[config.mk]
export PLATFORM = sky130hd
export DESIGN_NAME = tx_symbol_mux
export DESIGN_NICKNAME = d
export VERILOG_FILES = /design/src/rtl/tx_symbol_mux.sv
export SDC_FILE = /design/constraint.sdc
export NUM_CORES = 1
export LEC_CHECK = 0
export CAP_MARGIN = 0
export CORE_MARGIN = 8
export CORE_UTILIZATION = 42
export CTS_CLUSTER_DIAMETER = 200
export CTS_CLUSTER_SIZE = 8
export DETAILED_ROUTE_END_ITERATION = 8
export GPL_TIMING_DRIVEN = 0
export HOLD_SLACK_MARGIN = 0.03
export PLACE_DENSITY = 0.77
export SLEW_MARGIN = 30
export SYNTH_ARGS = -nofsm -noshare
export SYNTH_HDL_FRONTEND = slang
export SYNTH_HIERARCHICAL = 1
export SYNTH_SLANG_ARGS = --single-unit
[constraint.sdc]
create_clock -name clk -period 2.3 [get_ports clk]
set_input_delay 0.345 -clock clk [delete_from_list [all_inputs] [get_ports clk]]
set_output_delay 0.345 -clock clk [all_outputs]
set_load 0.01 [all_outputs]
[src/rtl/tx_symbol_mux.sv]
// tx_symbol_mux: multi-lane TX symbol multiplexer with registered output,
// valid/ready handshake and a SKP ordered-set scheduler (COM + SKP_LEN x SKP).

// Per-lane combinational symbol selector. Illegal codes fall back to IDLE
// fill with dv=1 and raise err_o so the top can pulse ctl_err.
module tx_symbol_lane #(
  parameter logic [7:0] K_COM    = 8'hBC,
  parameter logic [7:0] K_SKP    = 8'h1C,
  parameter logic [7:0] K_STP    = 8'hFB,
  parameter logic [7:0] K_SDP    = 8'h5C,
  parameter logic [7:0] K_END    = 8'hFD,
  parameter logic [7:0] K_EDB    = 8'hFE,
  parameter logic [7:0] K_FTS    = 8'h3C,
  parameter logic [7:0] IDLE_SYM = 8'h00
) (
  input  logic       acc_i,
  input  logic [7:0] data_i,
  input  logic [3:0] ctl_i,
  output logic [7:0] sym_o,
  output logic       dv_o,
  output logic       err_o
);

  // Select data or control symbol; no accepted beat means IDLE fill.
  always_comb begin
    sym_o = IDLE_SYM;
    dv_o  = 1'b1;
    err_o = 1'b0;
    if (acc_i) begin
      case (ctl_i)
        4'd0: sym_o = data_i;
        4'd1: begin sym_o = K_COM; dv_o = 1'b0; end
        4'd2: begin sym_o = K_SKP; dv_o = 1'b0; end
        4'd3: begin sym_o = K_STP; dv_o = 1'b0; end
        4'd4: begin sym_o = K_SDP; dv_o = 1'b0; end
        4'd5: begin sym_o = K_END; dv_o = 1'b0; end
        4'd6: begin sym_o = K_EDB; dv_o = 1'b0; end
        4'd7: begin sym_o = K_FTS; dv_o = 1'b0; end
        4'd8: sym_o = IDLE_SYM;
        default: err_o = 1'b1;
      endcase
    end
  end

endmodule

module tx_symbol_mux #(
  parameter int         LANES        = 4,
  parameter int         SKP_INTERVAL = 32,
  parameter int         SKP_LEN      = 3,
  parameter logic [7:0] K_COM        = 8'hBC,
  parameter logic [7:0] K_SKP        = 8'h1C,
  parameter logic [7:0] K_STP        = 8'hFB,
  parameter logic [7:0] K_SDP        = 8'h5C,
  parameter logic [7:0] K_END        = 8'hFD,
  parameter logic [7:0] K_EDB        = 8'hFE,
  parameter logic [7:0] K_FTS        = 8'h3C,
  parameter logic [7:0] IDLE_SYM     = 8'h00
) (
  input  logic                 clk,
  input  logic                 rst,
  input  logic                 enb,
  input  logic [8*LANES-1:0]   tx_data,
  input  logic [4*LANES-1:0]   tx_ctl,
  input  logic                 in_valid,
  output logic                 in_ready,
  input  logic                 skp_req,
  output logic [8*LANES-1:0]   tx_out,
  output logic [LANES-1:0]     tx_dv,
  output logic                 out_valid,
  output logic                 ctl_err
);

  localparam int CW = $clog2(SKP_INTERVAL);
  localparam int IW = (SKP_LEN > 1) ? $clog2(SKP_LEN) : 1;
  localparam logic [CW-1:0] CYC_MAX = CW'(SKP_INTERVAL - 1);
  localparam logic [IW-1:0] IDX_MAX = IW'(SKP_LEN - 1);

  typedef enum logic [1:0] {S_RUN, S_COM, S_SKP} state_e;

  state_e                     state_q, state_d;
  logic [CW-1:0]              cyc_q, cyc_d;
  logic [IW-1:0]              idx_q, idx_d;
  logic [LANES-1:0][7:0]      out_q, out_d;
  logic [LANES-1:0]           dv_q, dv_d;
  logic                       ov_q, ov_d;
  logic                       err_q, err_d;

  logic [LANES-1:0][7:0]      data_pk;
  logic [LANES-1:0][3:0]      ctl_pk;
  logic [LANES-1:0][7:0]      lane_sym;
  logic [LANES-1:0]           lane_dv;
  logic [LANES-1:0]           lane_err;
  logic                       acc;

  assign data_pk  = tx_data;
  assign ctl_pk   = tx_ctl;
  assign in_ready = enb && (state_q == S_RUN);
  assign acc      = in_valid && in_ready;

  for (genvar i = 0; i < LANES; i++) begin : g_lane
    tx_symbol_lane #(
      .K_COM(K_COM), .K_SKP(K_SKP), .K_STP(K_STP), .K_SDP(K_SDP),
      .K_END(K_END), .K_EDB(K_EDB), .K_FTS(K_FTS), .IDLE_SYM(IDLE_SYM)
    ) u_lane (
      .acc_i  (acc),
      .data_i (data_pk[i]),
      .ctl_i  (ctl_pk[i]),
      .sym_o  (lane_sym[i]),
      .dv_o   (lane_dv[i]),
      .err_o  (lane_err[i])
    );
  end

  // Scheduler next state and next registered beat; disabled cycles emit
  // IDLE with out_valid low and freeze every counter.
  always_comb begin
    state_d = state_q;
    cyc_d   = cyc_q;
    idx_d   = idx_q;
    out_d   = {LANES{IDLE_SYM}};
    dv_d    = '1;
    ov_d    = 1'b0;
    err_d   = 1'b0;
    if (enb) begin
      ov_d = 1'b1;
      case (state_q)
        S_RUN: begin
          out_d = lane_sym;
          dv_d  = lane_dv;
          err_d = |lane_err;
          // expiry and request together still yield a single ordered set
          if (cyc_q == CYC_MAX || skp_req) begin
            cyc_d   = '0;
            state_d = S_COM;
          end else begin
            cyc_d = cyc_q + 1'b1;
          end
        end
        S_COM: begin
          out_d   = {LANES{K_COM}};
          dv_d    = '0;
          idx_d   = '0;
          state_d = S_SKP;
        end
        S_SKP: begin
          out_d = {LANES{K_SKP}};
          dv_d  = '0;
          if (idx_q == IDX_MAX) begin
            idx_d   = '0;
            state_d = S_RUN;
          end else begin
            idx_d = idx_q + 1'b1;
          end
        end
        default: state_d = S_RUN;
      endcase
    end
  end

  // State and output registers; reset drops any partial ordered set.
  always_ff @(posedge clk or posedge rst) begin
    if (rst) begin
      state_q <= S_RUN;
      cyc_q   <= '0;
      idx_q   <= '0;
      out_q   <= {LANES{IDLE_SYM}};
      dv_q    <= '1;
      ov_q    <= 1'b0;
      err_q   <= 1'b0;
    end else begin
      state_q <= state_d;
      cyc_q   <= cyc_d;
      idx_q   <= idx_d;
      out_q   <= out_d;
      dv_q    <= dv_d;
      ov_q    <= ov_d;
      err_q   <= err_d;
    end
  end

  assign tx_out    = out_q;
  assign tx_dv     = dv_q;
  assign out_valid = ov_q;
  assign ctl_err   = err_q;

endmodule

==> results by stage <==
Status:
- The flow ran to the end, and the final reports show no timing, DRC or antenna violations.

Pwr:
- The switching fraction of total power is 36.2%.
- The net switching power is 0.00113 W.
- Of the total power, the clock network draws 16.9%.
- Sequential cells burn 36.4% of the power.
- The internal power of the cells is 0.00199 W.
- The logic gate share of total power is 46.7%.
- The worst IR drop on VDD is 372 uV.
- Power spread over the standard cell area amounts to 789 mW/mm^2.
- The design draws 0.00313 W.
- The static power due to leakage is 1.73 nW.

Die:
- The floorplan has 30 rows.
- After floorplanning, the core was sized to cover 0.00664 mm^2.
- The floorplan step defined a die boundary enclosing 0.00963 mm^2.
- During I/O placement, the number of pins put on the boundary was 92.
- The initial utilization of the core area, before any placement, comes to 42.7%.
- The die span in x is 98.1 um.
- The vertical die dimension is 98.1 um.

Worst setup path:
- The arrival time of the worst setup path is 2.40 ns.
- In this run the worst path has a maximum fanout of 10.
- STA classifies the critical path endpoint as a register.
- The kind of launch point of the worst setup path is a register.
- The required time of the critical path is 2.52 ns.
- The critical path is of the register to register type.

Global routing:
- The number of global-route vias before repair is 2520.
- Global routing finished with a remaining overflow of 0.
- Entering global routing, the biggest net connects 48 pins.
- Global routing used 16.2% of the available tracks across all layers.
- The number of antenna violations at the first check in global routing was 0.
- The wire length of the first global-routing pass is 12600 um.

Timing:
- The number of setup violations in the final report is 0.
- Setup repair after global routing left no endpoint under its margin.
- Headroom to the max-slew limit came out at 61.3%.
- The worst path uses 95.0% of the clock period.
- The final number of max-transition violations is 0.
- For the pin with the worst max-slew slack, the measured transition is 0.581 ns.
- The worst clock skew is 0.00768 ns.
- The highest clock frequency the design can meet is 0.458 GHz.
- The clock period minus final worst setup slack is 2.18 ns.
- The final number of hold-violating endpoints is 0.

Place:
- Buffers placed on the I/O ports in this run total 91.
- The number of placed instances, taps included is 464.
- Routability-driven placement finished with a final weighted congestion of 0.766.
- The half-perimeter wire length of the detailed placement result is 5610 um.

Clocking:
- The clock buffer count from CTS is 5.
- TritonCTS built the clock tree.
- After clock tree synthesis, the clock-pin slew on the worst setup and hold paths is 0.09 ns.
- The number of post-CTS setup repair buffers is 0.
- The buffer type at the clock tree root is sky130_fd_sc_hd__clkbuf_8.
- The H-tree was split into 2 levels.
- For this design, the sink count on the clock tree is 47.
- The clock insertion delay at the later pin of the skew report is 0.31 ns.
- No sink is reached through more buffers than the 2 on the longest clock path.

Synth:
- The proportion of synthesized chip area in sequential cells is 41.7%.
- The most frequently used flop master after synthesis is sky130_fd_sc_hd__dfrtp_1.
- The synthesized netlist cell count is 293.
- Sorting the synthesized cells by area gives the leading types as sky130_fd_sc_hd__dfrtp_1, sky130_fd_sc_hd__nor2_1, sky130_fd_sc_hd__and3_1, sky130_fd_sc_hd__buf_4, sky130_fd_sc_hd__dfstp_2.
- The library cell occupying the most area in the post-synthesis netlist is sky130_fd_sc_hd__dfrtp_1.
- The count of state elements after synthesis is 47.
- The synthesized netlist occupies a cell area of 0.00283 mm^2.
- The share of async-settable or async-resettable flops after synthesis is 100%.
- The count of flip-flops with a built-in enable after synthesis is 0.
- The number of nets handed over by synthesis was 353.
- The number of synthesis warnings is 6.
- The area share of the leading cell type in the synthesized netlist is 38.0%.
- The number of different library cells used by synthesis comes to 37.
- A synthesized cell averages 9.67 um^2.

Final layout:
- The multi-input combinational cells in the finished layout cover a total of 0.00146 mm^2.
- Cells with a size suffix above 1 make up 18.6% of the layout.
- Compared with the post-synthesis result, the final layout area differs by 40.0%.
- The fill cell total of the finished layout is 569.
- The sequential cell area is 0.00118 mm^2.
- For this run, the share of the core covered by cells in the final layout is 59.7%.
- The number of diodes is 0.
- The non-filler instance count after layout is 472.
- At the end of the flow, the number of nets in the layout was 451.

Drt:
- The first-pass iteration count of the detailed router is 4.
- Across all layers, the routed design uses 2441 vias.
- After detailed routing, the average wire length per cell comes to 16.2 um.
- The total detailed-routing wirelength is 7650 um.
- The detailed router finished its first iteration with 97 violations.
- The detail route stage leaves a number of antenna-violating nets equal to 0.
- The count of unresolved DRC violations after routing is 0.
- Dividing the detail-routed via count by the number of cells gives 5.17.

Hold path:
- The tightest min-delay check is of the input port to async pin type.

Job:
- The tool flagged a number of max-cap violations equal to 0.
## cell type report
class / count / share of cell area (%)
Multi-Input combinational cell: 213 / 36.8
Tap cell: 80 / 2.52
Sequential cell: 47 / 29.8
Clock buffer: 7 / 2.18
Inverter: 10 / 1.01
Timing Repair Buffer: 91 / 23.0
Clock inverter: 1 / 0.126
Buffer: 23 / 4.51
## cell usage after synthesis (all sizes together) (3+ instances only)
master	instances
buf	20
clkbuf	3
ha	7
nor4	5
xor2	4
a21oi	20
a211oi	4
dfrtp	43
nor2b	9
and3	18
nand2	24
a221oi	5
nor3	21
or3	4
inv	10
nand3	3
o21a	12
dfstp	4
a31o	4
a22oi	4
nand2b	17
nor2	35
o21ai	9
## what timing repair did
action | CTS | global route
resized for setup | 8 | 3
hold buffers | 0 | 0
gates cloned | 0 | 0
endpoints found under the setup margin | 33 | 5
## cells in the final DEF (no fill, tap or decap), types with 2 or more instances in the layout
master / n
sky130_fd_sc_hd__nand2b_4: 5
sky130_fd_sc_hd__nor3_2: 8
sky130_fd_sc_hd__inv_2: 3
sky130_fd_sc_hd__nor4_1: 5
sky130_fd_sc_hd__clkdlybuf4s50_1: 90
sky130_fd_sc_hd__clkbuf_8: 6
sky130_fd_sc_hd__nor2b_1: 9
sky130_fd_sc_hd__xor2_1: 4
sky130_fd_sc_hd__a211oi_2: 4
sky130_fd_sc_hd__or3_4: 4
sky130_fd_sc_hd__mux2_1: 2
sky130_fd_sc_hd__nand3_1: 3
sky130_fd_sc_hd__a21oi_1: 20
sky130_fd_sc_hd__and3_1: 17
sky130_fd_sc_hd__nor3_1: 13
sky130_fd_sc_hd__nand2b_1: 12
sky130_fd_sc_hd__dfrtp_1: 42
sky130_fd_sc_hd__a221oi_2: 5
sky130_fd_sc_hd__o21ai_1: 6
sky130_fd_sc_hd__ha_1: 6
sky130_fd_sc_hd__buf_4: 14
sky130_fd_sc_hd__a22o_1: 2
sky130_fd_sc_hd__a31o_4: 4
sky130_fd_sc_hd__nor2_1: 34
sky130_fd_sc_hd__inv_1: 6
sky130_fd_sc_hd__o21ai_0: 3
sky130_fd_sc_hd__nand2_1: 23
sky130_fd_sc_hd__dfstp_2: 4
sky130_fd_sc_hd__o21a_1: 12
sky130_fd_sc_hd__a22oi_1: 4
sky130_fd_sc_hd__clkbuf_1: 3
sky130_fd_sc_hd__buf_6: 5
## metrics by stage
stage / hold slack [ns] / area [um^2] / setup WS [ns] / setup TNS [ns]
after global placement: 0.482 / 3840 / -0.313 / -7.95
after floorplan: 0.376 / 2830 / 0.0944 / 0
after detailed placement: 0.492 / 3850 / -0.367 / -4.00
after global routing: 0.520 / 3970 / 0.0232 / 0
after CTS: 0.486 / 3960 / 0.0261 / 0
final: 0.456 / 3970 / 0.116 / 0
## worst max-delay path, cell delays in order (launching register included)
cell                       delay, ns
sky130_fd_sc_hd__dfrtp_2        0.45
sky130_fd_sc_hd__inv_2          0.11
sky130_fd_sc_hd__ha_4           0.18
sky130_fd_sc_hd__clkbuf_2       0.23
sky130_fd_sc_hd__and3_4         0.33
sky130_fd_sc_hd__nand2b_4       0.06
sky130_fd_sc_hd__buf_6          0.13
sky130_fd_sc_hd__a31o_4         0.21
sky130_fd_sc_hd__nor3_2         0.17
sky130_fd_sc_hd__nand2_1        0.06
sky130_fd_sc_hd__a21oi_1        0.17
## worst paths after layout
kind	endpoint	from	cells past startpoint	slack (ns)
worst max-delay path	tx_out[23]	state_q[0]	10	0.12
worst max register to register	tx_out[23]	state_q[0]	10	0.12
max in group asynchronous	state_q[0]	rst	2	1.43
worst min-delay path	tx_out[31]	rst	2	0.46
worst min register to register	cyc_q[2]	cyc_q[2]	1	0.51
min in group clk	cyc_q[2]	cyc_q[2]	1	0.51
## flip-flops by register name, summed over array words and instances (netlist names)
signal     count
tx_out        32
cyc_q          5
ctl_err        1
state_q        2
out_valid      1
tx_dv          4
idx_q          2
## metal layers
metal	vias to the layer above	part of all wire, %	wire length (um)	global-route usage [%]
met5	-	0	0	0
met4	0	1.1	82	4.84
met3	6	5.9	450	4.13
met2	79	48	3640	27.5
met1	1146	45	3470	19.8
li1	1210	-	-	-
## power groups by stage
stage	combinational, W	clock (W)	sequential [W]
final	0.00146	0.000530	0.00114
after global routing	0.00159	0.000570	0.00116
after CTS	0.00147	0.000537	0.00114
after detailed placement	0.00141	0	0.00115
after global placement	0.00138	0	0.00115
after floorplan	0.000720	0	0.00121
## kinds of logic after synthesis
group	count (synthesis)	share of synthesized area, %
flip-flops	47	41.7
multiplexers	2	0.795
adder cells (fa/ha/maj)	7	3.09
XOR/XNOR	4	1.24
AND/OR/NAND/NOR	138	28.1
AO/OA/AOI/OAI	62	17.7
buffers and inverters	33	7.37
Note: power is estimated with default switching activity, not from simulation.
==> RTL change (same flow settings) <==
Change the parameter `LANES` from 4 to 5.
--- a/src/rtl/tx_symbol_mux.sv
+++ b/src/rtl/tx_symbol_mux.sv
@@ -45,7 +45,7 @@
 endmodule
 
 module tx_symbol_mux #(
-  parameter int         LANES        = 4,
+  parameter int         LANES        = 5,
   parameter int         SKP_INTERVAL = 32,
   parameter int         SKP_LEN      = 3,
   parameter logic [7:0] K_COM        = 8'hBC,
Ports: changed (resized tx_ctl, tx_data, tx_dv and tx_out); port bits go from 92 to 113. No check against the original RTL was run, so the function may have changed too.
==> RTL change against the unedited design <==
- sequential cell count rose by 9
- final area rose by 21%
- synthesized cell count rose by 27%
- non-clock buffer count rose by 33
- synthesized area rose by 20%
- setup slack got worse by 0.012 ns
- sequential share of layout area fell by 0.56 points
- total power rose by 23%
- routed wire length rose by 26%
==> RTL change: results (changes against the unedited design) <==
| Metric | Value |
|---|---|
| Post-DP Area | 4658 µm² (was 3847 µm²) |
| Post-synthesis compound-gate area fraction | 14.26% (was 17.70%) |
| Initial DRC Count | 157 (was 97) |
| Layout Nets | 566 (was 451) |
| Outcome | finished, final reports clean (unchanged) |
| Mean number of vias per cell | 5.139 (was 5.172) |
| Met3 Usage GRT | 4.750% (was 4.125%) |
| Synth cell count leaders | nor2_1 (83), dfrtp_1 (51), a21oi_1 (26) (was dfrtp_1 (43), nor2_1 (34), nand2_1 (23)) |
| CP max stage cell | clkdlybuf4s50_1 (was dfrtp_2) |
| Sw Share | 36.51% (was 36.24%) |
| RD Place Congestion | 0.7937 (was 0.7655) |
| Cells taking the most area after synthesis | dfrtp_1 (38%), nor2_1 (9.2%), and3_1 (4.1%) (was dfrtp_1 (38%), nor2_1 (4.5%), and3_1 (4.0%)) |
| Max reg flops | 40 (was 32) |
| P_comb | 1830 µW (was 1460 µW) |
| CP Capture Point | in_ready (was tx_out[23]) |
| Reg2Reg Setup Slack | 0.17 ns (was 0.12 ns) |
| GRT Total Usage | 16.96% (was 16.24%) |
| Reg-to-reg endpoint | tx_out[15] (was tx_out[23]) |
| Layout cells sized above 1 | 17.98% (was 18.62%) |
| Max stage delay on crit path | 0.53 ns (was 0.45 ns) |
| Post-synthesis sequential area ratio | 41.56% (was 41.68%) |
| Post-Route WL | 9610 µm (was 7647 µm) |
| Register area | 1409 µm² (was 1182 µm²) |
| Largest net degree at the start of global routing | 30 (was 48) |
| First-pass GRT wire length | 15570 µm (was 12640 µm) |
| DP Cell Count | 586 (was 464) |
==> RTL change: cell types whose count changed after synthesis, moves of 4 or more <==
| cell | before | now |
|---|---|---|
| nor2_1 | 34 | 83 |
| o21a_1 | 12 | 0 |
| dfrtp_1 | 43 | 51 |
| o21ai_0 | 3 | 10 |
| a21oi_1 | 20 | 26 |
| nand2_1 | 23 | 17 |
| o21ai_1 | 6 | 1 |
| and3_1 | 18 | 22 |
| nand2b_1 | 12 | 16 |
| nor3_1 | 13 | 17 |
==> RTL change: area by class of cell <==
class                      count  area share (%)
clock inverter                 2          0.8050
multi-input combinational    273           35.65
inverter                      11          0.9089
sequential                    56           29.24
tap                          102           2.649
clock buffer                   6           1.714
buffer                        32           5.038
timing repair buffer         115           23.99
==> RTL change: metal layers <==
layer  part of all wire (%)  up-vias  routed length (µm)
li1                       -     1499                   -
met1                     44     1444                4192
met2                     48      113                4581
met3                    7.5       12                 721
met4                    1.2        0                 114
met5                      0        -                   0
